<file path="src/rtl/bitstream_sync_checker_checksum.sv">
// 32-bit modulo-2^32 accumulator; shared with the readback path.
module bitstream_checksum (
    input  logic        clk_i,
    input  logic        rst_i,
    input  logic        clear_i,
    input  logic        add_i,
    input  logic [31:0] word_i,
    output logic [31:0] sum_o
);
    logic [31:0] sum_q;

    always_ff @(posedge clk_i) begin
        if (rst_i || clear_i) begin
            sum_q <= '0;
        end else if (add_i) begin
            sum_q <= sum_q + word_i;
        end
    end

    assign sum_o = sum_q;
endmodule

</file>
<file path="config.mk">
export PLATFORM = sky130hd
export DESIGN_NAME = bitstream_checksum
export DESIGN_NICKNAME = d
export VERILOG_FILES = /design/src/rtl/bitstream_sync_checker_checksum.sv
export SDC_FILE = /design/constraint.sdc
export NUM_CORES = 1
export LEC_CHECK = 0
export BUFFER_PORTS_ARGS = -buffer_cell sky130_fd_sc_hd__buf_4
export CELL_PAD_IN_SITES_DETAIL_PLACEMENT = 0
export CELL_PAD_IN_SITES_GLOBAL_PLACEMENT = 1
export CORE_AREA = 4 4 93 95
export CTS_BUF_LIST = sky130_fd_sc_hd__clkbuf_16
export DETAILED_ROUTE_END_ITERATION = 16
export DIE_AREA = 0 0 97 99
export PLACE_DENSITY_LB_ADDON = 0.1
export SYNTH_ARGS = -nofsm -noshare
export SYNTH_HDL_FRONTEND = slang
export SYNTH_SLANG_ARGS = --single-unit
</file>
<file path="constraint.sdc">
create_clock -name clk_i -period 4.12 [get_ports clk_i]
set_input_delay 0.206 -clock clk_i [delete_from_list [all_inputs] [get_ports clk_i]]
set_output_delay 0.206 -clock clk_i [all_outputs]
set_load 0.005 [all_outputs]
</file>
==> results of run 1 <==
==> through the flow <==
step / instances / worst slack, ps
floorplan: 325 / 1400
global placement: 482 / 1180
detailed placement: 482 / 1050
CTS: 490 / 1050
global route: 490 / 910
finish: 490 / 1080
==> metal layers <==
| layer | track usage (%) | wire [um] | up-vias |
|---|---|---|---|
| li1 | - | - | 1333 |
| met1 | 19.1 | 3560 | 1186 |
| met2 | 26.0 | 3450 | 44 |
| met3 | 3.33 | 292 | 6 |
| met4 | 3.56 | 68 | 0 |
| met5 | 0 | 0 | - |
==> worst max-delay path: cells and delay by family, from the launching register on <==
family | cells | cell delay [ps]
compound gates | 8 | 1800
xor+xnor | 1 | 170
fa+ha+maj | 2 | 600
flops | 1 | 320
==> layout by cell type, fill, tap and decap left out, drive strengths merged, types with 2 or more instances in the layout <==
master  synthesis  layout
a211o           2       2
a211oi          7       7
a21o           21      21
a21oi          25      25
a221oi          2       2
a311o           2       2
a31o            2       2
a31oi           4       4
and3            5       5
and4            2       2
buf             2      67
clkbuf         10       5
clkinv          0       2
dfxtp          32      32
ha             31      31
inv             4       4
mux2i          20      20
nand2          26      26
nand3           6       6
nand3b          2       2
nand4           5       5
nor2           34      34
nor3            4       4
nor3b           2       2
o211ai          3       3
o21ai          24      24
o21bai          4       4
o31a            2       2
or2             2       2
xnor2          16      16
xor2           11      11
==> cells by family after synthesis <==
family                   after synthesis  synth area share (%)
AND/OR/NAND/NOR                       93                  16.3
adder cells (fa/ha/maj)               32                  15.1
XOR/XNOR                              27                  8.78
buffers and inverters                 16                  2.23
multiplexers                          20                  7.43
AO/OA/AOI/OAI                        105                  26.4
flip-flops                            32                  23.8
==> final cells by class <==
cell class	count	area, sq um	share of cell area, %
clock inverter	3	37.5	1.09
clock buffer	5	125	3.64
sequential	32	641	18.6
tap	102	128	3.71
inverter	4	15.0	0.436
multi-input combinational	277	1990	57.9
timing repair buffer	67	503	14.6
==> worst max-delay path by stage <==
| stage | end | slack, ps | cells after the start |
|---|---|---|---|
| global placement | sum_o[28] | 1180 | 12 |
| floorplan | sum_o[28] | 1400 | 11 |
| CTS | sum_o[28] | 1050 | 11 |
| detailed placement | sum_o[28] | 1050 | 12 |
| finish | sum_o[28] | 1080 | 11 |
| global route | sum_o[28] | 910 | 11 |
==> power by group through the flow <==
stage | clock (mW) | sequential, mW | combinational, mW
2_1_floorplan | 0 | 0.343 | 0.187
3_3_place_gp | 0 | 0.343 | 0.280
3_5_place_dp | 0 | 0.344 | 0.279
4_1_cts | 0.441 | 0.337 | 0.280
5_1_grt | 0.446 | 0.339 | 0.311
6_report | 0.426 | 0.337 | 0.278
==> impl_metrics.json, run 1 <==
{
  "drt_iter0_markers": 95,
  "clock-root-buffer": "clkbuf_16",
  "cts_hold_buffers": 0,
  "critical_path_class": "flip-flop to flip-flop",
  "worstReg2RegEnd": "sum_o[28]",
  "antenna_cells": 0,
  "fmax_ghz": 0.329,
  "cts_tree": "done",
  "cp-startpoint": "sum_o[0]",
  "ant_nets": 0,
  "switching_share_pct": 29.0,
  "worstMarginPinSlew_ps": 775,
  "h-tree-depth": 2,
  "netSwitchingPower_uw": 302,
  "cts_buffer_depth": 2,
  "fp.dieH_um": 99,
  "cp_data_arrival_time_ps": 3190,
  "crit_chain": "ha_1 -> fa_1 -> a21o_1 -> a221oi_2 -> o31a_1 -> o31ai_4 -> a31oi_1 -> o21ai_1 -> a221oi_2 -> xor2_1 -> o21ai_1",
  "setup_tns_ps": 0,
  "utilization_pct": 44.5,
  "design_area_sq_um": 3440,
  "hp-class": "primary input to flip-flop",
  "yosysTopAreaCell": "dfxtp_1",
  "whs_ps": 285,
  "synth_cell_types": 46,
  "start_kind": "flip-flop",
  "vias": 2569,
  "yosysWarnings": 0,
  "io_buffers": 67,
  "antenna_found_initial": 0,
  "max_stage_delay_ps": 400,
  "dr.pass1.iters": 4,
  "final_layout_size_suffix_gt1_share_pct": 21.6,
  "crit_slowest_cell": "fa_1",
  "synth.top_cells.by_area": "dfxtp_1 (24%), ha_1 (14%), mux2i_1 (7.4%), xnor2_1 (5.2%), a21o_1 (5.0%)",
  "track_usage_pct": 15.0,
  "die_width_um": 97,
  "synth_most_common_cell": "nor2_1",
  "hold_viol": 0,
  "ys_async_sr_fraction_pct": 0,
  "postCtsSetupBuffers": 0,
  "avgSynthCellArea_sq_um": 8.29,
  "nets": 455,
  "rows": 32,
  "nFillCells": 789,
  "layout_min_cycle_time_ps": 3040,
  "hp-start": "word_i[0]",
  "core_sq_um": 7730,
  "gp_congestion": 0.778,
  "synth-main-ff-cell": "dfxtp_1",
  "p_total_mw": 1.04,
  "grt_max_degree": 34,
  "vdd_drop_max_v": 0.000161,
  "setup_viol": 0,
  "slew_headroom_pct": 48.2,
  "wl_mm": 7.37,
  "p_comb_share_pct": 26.7,
  "grt_pass1_wl_mm": 12.0,
  "synth_nets": 393,
  "endpoint_kind": "flip-flop",
  "p_seq_share_pct": 32.4,
  "status": "completed",
  "grt-ovfl-total": 0,
  "grt_pass1_vias": 2503,
  "drc_errors": 0,
  "clock-skew-final_ps": 5.38,
  "placed_cell_area_sq_um": 3280,
  "area_delta_synth_final_pct": 27.8,
  "ioPinCount": 68,
  "clk_pin_slew_ps": 60,
  "synth_cells": 325,
  "wire_per_inst_um": 15.0,
  "worst_skew_pair.late_latency_ps": 280,
  "r2r-start": "sum_o[0]",
  "holdPathEnd": "sum_o[0]",
  "hold_depth": 4,
  "post-synth-top-area-fraction_pct": 23.8,
  "syn_area_sq_um": 2690,
  "yosys_register_bits": 32,
  "ys_seq_area_share_pct": 23.8,
  "power.static_leakage_nw": 1.69,
  "largest_register_ffs": 32,
  "final_max_slew_viol_count": 0,
  "cts.sinks": 32,
  "p_int_uw": 739,
  "synth_common_cells": "nor2_1 (34), dfxtp_1 (32), ha_1 (31)",
  "dp_hpwl_mm": 5.64,
  "reg2reg_slack_ps": 1080,
  "crit_path_max_fanout": 5,
  "clkPwrFrac_pct": 40.9,
  "worst_r2r_path_depth": 11,
  "maxCapViolCount": 0,
  "start_util_pct": 34.9,
  "die-area_sq_um": 9600,
  "ctsResizeCount": 0,
  "fin_crit_sh_pct": 73.7,
  "numCtsBuffers": 5,
  "synth_edf_count": 0,
  "critPathRequiredTime_ps": 4270,
  "rsz0062_at_grt": "no",
  "power.density_nw_per_um2": 302,
  "vias_per_cell": 5.24
}
No activity file was read; power rests on OpenSTA's default activity.
==> inputs of run 2 (changes only) <==
==> constraint.sdc (replaced) <==
create_clock -name clk_i -period 2.8 [get_ports clk_i]
set_input_delay 0.14 -clock clk_i [delete_from_list [all_inputs] [get_ports clk_i]]
set_output_delay 0.14 -clock clk_i [all_outputs]
set_load 0.005 [all_outputs]
==> run 2 against run 1 <==
Sequential share of layout area fell by 0.71 points. Sequential power increased by 47%. Cell count rose by 3.3%. Register-to-register slack worse by 920 ps. Worst setup slack worse by 920 ps. Utilization is 1.9 points higher. Clock skew is 1.9 ps lower.
==> impl_metrics.json, run 2 (synthesis gave the netlist of run 1 again) <==
{
  "cp_data_arrival_time_ps": 2850,
  "cts_buffer_depth": 2,
  "setup_viol": 0,
  "ioPinCount": 68,
  "rows": 32,
  "critPathRequiredTime_ps": 3010,
  "dr.pass1.iters": 4,
  "clk_pin_slew_ps": 50,
  "largest_register_ffs": 32,
  "start_util_pct": 34.9,
  "final_cell_mix": "buf_4 (83), nor2_1 (34), dfxtp_1 (31)",
  "wl_mm": 7.57,
  "p_total_mw": 1.46,
  "met1_usage_pct": 20.6,
  "die-area_sq_um": 9600,
  "maxCapViolCount": 0,
  "cts_hold_buffers": 0,
  "area_delta_synth_final_pct": 33.1,
  "worst_r2r_path_depth": 10,
  "grt-ovfl-total": 0,
  "start_kind": "flip-flop",
  "status": "completed",
  "grt_max_degree": 34,
  "vias_per_cell": 5.21,
  "ant_nets": 0,
  "core_sq_um": 7730,
  "fmax_ghz": 0.379,
  "track_usage_pct": 15.8,
  "clock-root-buffer": "clkbuf_16",
  "final_max_slew_viol_count": 0,
  "dp_hpwl_mm": 5.69,
  "grt_pass1_vias": 2662,
  "worstMarginPinSlew_ps": 747,
  "power.static_leakage_nw": 1.77,
  "grt_use_met3_pct": 2.83,
  "nFillCells": 806,
  "nets": 471,
  "drt_iter0_markers": 63,
  "vias": 2637,
  "h-tree-depth": 2,
  "whs_ps": 257,
  "grt_util_met2_pct": 27.2,
  "gp_congestion": 0.781,
  "wire_per_inst_um": 15.0,
  "final_layout_size_suffix_gt1_share_pct": 26.5,
  "io_buffers": 67,
  "clock-skew-final_ps": 3.49,
  "grt-busiest-layer": "met2",
  "power.density_nw_per_um2": 407,
  "rsz0062_at_grt": "yes",
  "crit_path_max_fanout": 4,
  "fin_crit_sh_pct": 94.2,
  "slew_headroom_pct": 50.0,
  "grt_pass1_wl_mm": 12.6,
  "die_width_um": 97,
  "layout_min_cycle_time_ps": 2640,
  "drc_errors": 0,
  "layout_commonest_cell": "buf_4",
  "cts.sinks": 32,
  "hold_depth": 4,
  "numCtsBuffers": 5,
  "cts_tree": "done",
  "worst_skew_pair.late_latency_ps": 280,
  "vdd_drop_max_v": 0.000228,
  "antenna_cells": 0,
  "hold_viol": 0,
  "critical_path_class": "flip-flop to flip-flop",
  "endpoint_kind": "flip-flop",
  "fp.dieH_um": 99,
  "antenna_found_initial": 0,
  "hp-class": "primary input to flip-flop"
}
## run 2: cell types whose count changed in the layout (fill, tap and decap cells not counted), moves of 2 or more
cell | previous run | this run
a21oi_1 | 25 | 23
buf_4 | 67 | 83
inv_1 | 4 | 6
a21oi_2 | 0 | 2
## run 2: repair_timing
item | in CTS | in global routing
endpoints found under the setup margin | 1 | 7
buffers inserted | 0 | 5
resized for setup | 2 | 9
gates cloned | 0 | 0
pin swaps | 0 | 10
endpoints found under the hold margin | 0 | 0
## run 2: area by class of cell
| class | instances | area (sq um) | area share (%) |
|---|---|---|---|
| tap | 102 | 128 | 3.56 |
| timing repair buffer | 83 | 623 | 17.4 |
| multi-input combinational | 277 | 2040 | 56.9 |
| sequential | 32 | 642 | 17.9 |
| inverter | 4 | 15.0 | 0.419 |
| clock buffer | 5 | 125 | 3.49 |
| clock inverter | 3 | 11.3 | 0.314 |
## run 2: report_power, final
part	internal (mW)	leakage (nW)	switching, mW	total (mW)
Sequential	0.478	0.261	0.0180	0.496
Combinational	0.216	1.44	0.223	0.439
Clock	0.320	0.0738	0.203	0.523
Total	1.01	1.77	0.445	1.46
## run 2: worst paths after layout
path              from         to  slack [ps]
min          word_i[0]   sum_o[0]         260
max           sum_o[5]  sum_o[30]         160
min reg2reg  sum_o[26]  sum_o[26]         460
max reg2reg   sum_o[5]  sum_o[30]         160
## run 2: critical path, stage by stage (launching register included)
cell	delay [ps]
dfxtp_1	330
ha_1	390
and3_1	240
a221oi_4	80
o31a_1	300
o31ai_4	290
a31oi_1	140
nor3_2	290
o221ai_1	210
xor2_1	170
o21ai_1	120
## run 2: metal layers
| metal | part of all wire [%] | up-vias |
|---|---|---|
| met5 | 0 | - |
| met4 | 1.0 | 0 |
| met3 | 4.5 | 6 |
| met2 | 47 | 55 |
| met1 | 47 | 1214 |
| li1 | - | 1362 |
## run 2: stage by stage
step           setup TNS, ps  util, %  setup slack [ps]  instances  area (sq um)
2_1_floorplan              0        -              84.5        325          2690
5_1_grt                -77.7     46.4             -29.7        506          3590
4_1_cts                    0     45.5              18.7        501          3520
3_3_place_gp               0     43.5              40.1        493          3360
3_5_place_dp           -52.3     43.5             -52.3        493          3360
6_report                   0     46.4               161        506          3590
==> inputs of run 3 (changes only) <==
--- a/config.mk
+++ b/config.mk
@@ -8,10 +8,11 @@
 export BUFFER_PORTS_ARGS = -buffer_cell sky130_fd_sc_hd__buf_4
 export CELL_PAD_IN_SITES_DETAIL_PLACEMENT = 0
 export CELL_PAD_IN_SITES_GLOBAL_PLACEMENT = 1
-export CORE_AREA = 4 4 93 95
+export CORE_AREA = 4 4 72 124
 export CTS_BUF_LIST = sky130_fd_sc_hd__clkbuf_16
+export CTS_CLUSTER_SIZE = 28
 export DETAILED_ROUTE_END_ITERATION = 16
-export DIE_AREA = 0 0 97 99
+export DIE_AREA = 0 0 76 128
 export PLACE_DENSITY_LB_ADDON = 0.1
 export SYNTH_ARGS = -nofsm -noshare
 export SYNTH_HDL_FRONTEND = slang
==> run 3 against run 2 <==
First-iteration DRC count grew 3.2%. Clock power grew 0.8%. Worst setup slack gained 12 ps. Sequential cell count is the same.
==> impl_metrics.json, run 3 (synthesis gave the netlist of run 1 again) <==
{
  "antenna_found_initial": 0,
  "start_kind": "flip-flop",
  "gp_congestion": 0.832,
  "grt_pass1_vias": 2715,
  "grt-ovfl-total": 0,
  "fp.dieH_um": 128,
  "grt_max_degree": 34,
  "crit_chain": "ha_1 -> and4_1 -> nand4_1 -> a311o_1 -> a21oi_1 -> nor2_1 -> o21ai_1 -> a21o_1 -> a311oi_1 -> a211o_1",
  "p_total_mw": 1.47,
  "largest_register_ffs": 32,
  "hold_depth": 4,
  "vdd_drop_max_v": 0.000277,
  "layout_commonest_cell": "buf_4",
  "ant_nets": 0,
  "slew_headroom_pct": 51.6,
  "grt_pass1_wl_mm": 12.9,
  "fmax_ghz": 0.381,
  "nFillCells": 832,
  "dp_hpwl_mm": 6.51,
  "power.density_nw_per_um2": 409,
  "utilization_pct": 45.5,
  "core_sq_um": 7910,
  "final_cell_mix": "buf_4 (88), nor2_1 (34), dfxtp_1 (32)",
  "crit_slowest_cell": "a311o_1",
  "antenna_cells": 0,
  "dr.pass1.iters": 6,
  "critical_path_class": "flip-flop to flip-flop",
  "hp-class": "primary input to flip-flop",
  "critPathTopFamily": "compound AO/OA/AOI/OAI gates",
  "power.static_leakage_nw": 1.79,
  "vias_per_cell": 5.41,
  "final_layout_size_suffix_gt1_share_pct": 27.5,
  "final_max_slew_viol_count": 0,
  "crit_path_max_fanout": 4,
  "drc_errors": 0,
  "wire_per_inst_um": 16.3,
  "io_buffers": 67,
  "fin_crit_sh_pct": 93.8,
  "cp_num_buf_inv": 0,
  "setup_viol": 0,
  "die-area_sq_um": 9730,
  "nets": 476,
  "rows": 43,
  "worst_r2r_path_depth": 10,
  "ioPinCount": 68,
  "track_usage_pct": 16.5,
  "cts_tree": "done",
  "start_util_pct": 34.1,
  "area_delta_synth_final_pct": 33.6,
  "clk_pin_slew_ps": 60,
  "whs_ps": 260,
  "vias": 2695,
  "die_width_um": 76,
  "numCtsBuffers": 5,
  "drt_iter0_markers": 65,
  "multiInputGateArea_sq_um": 2040,
  "worstMarginPinSlew_ps": 723,
  "rsz0062_at_grt": "no",
  "worst_skew_pair.late_latency_ps": 280,
  "hold_viol": 0,
  "cts_buffer_depth": 2,
  "cts_hold_buffers": 0,
  "critPathRequiredTime_ps": 2970,
  "max_stage_delay_ps": 390,
  "clock-root-buffer": "clkbuf_16",
  "area.sequential_sq_um": 641,
  "layout_min_cycle_time_ps": 2630,
  "status": "completed",
  "cts.sinks": 32,
  "clock-skew-final_ps": 4.91,
  "setup_tns_ps": 0,
  "wl_mm": 8.12,
  "cp_data_arrival_time_ps": 2790,
  "crit_cells": 10,
  "maxCapViolCount": 0,
  "h-tree-depth": 2,
  "endpoint_kind": "flip-flop"
}
[run 3: metal layers]
metal	share of wire (%)	up-vias	routed length, um	global-route usage, %
li1	-	1367	-	-
met5	0	-	0	0
met1	36	1251	2900	15.6
met4	2.3	0	189	5.97
met2	59	66	4750	33.7
met3	3.5	11	284	3.02
[run 3: path summary, 6_finish.rpt]
check,slack [ps],end,start
hold / removal,260,sum_o[24],rst_i
setup reg to reg,170,sum_o[29],sum_o[6]
hold reg to reg,470,sum_o[26],sum_o[26]
setup / recovery,170,sum_o[29],sum_o[6]
[run 3: cell type report]
type,instances,area share [%]
Multi-Input combinational cell,277,56.6
Clock inverter,2,0.209
Tap cell,90,3.13
Timing Repair Buffer,88,18.4
Inverter,4,0.417
Sequential cell,32,17.8
Clock buffer,5,3.48
[run 3: where the power goes]
part,internal (mW),switching [mW],leakage [nW]
logic,0.221,0.229,1.46
clock network,0.318,0.209,0.0648
registers,0.478,0.0181,0.261
total,1.02,0.456,1.79
[run 3: worst reg2reg max path: cells and delay by family (launching register included)]
family / cells / cell delay [ps]
flip-flops: 1 / 320
adder cells (fa/ha/maj): 1 / 310
AO/OA/AOI/OAI: 6 / 1440
AND/OR/NAND/NOR: 3 / 430
[run 3: stage by stage]
| step | cell area (sq um) | cells | worst slack, ps |
|---|---|---|---|
| 5_1_grt | 3600 | 498 | 15.9 |
| 2_1_floorplan | 2690 | 325 | 84.5 |
| 6_report | 3600 | 498 | 173 |
| 3_3_place_gp | 3400 | 488 | -3.38 |
| 3_5_place_dp | 3400 | 488 | -33.3 |
| 4_1_cts | 3560 | 498 | 1.27 |
[run 3: repair_timing]
item | CTS | global route
gates resized for setup | 2 | 9
pin swaps | 4 | 7
buffers inserted | 3 | 0
endpoints found under the setup margin | 2 | 9
gates cloned | 0 | 0
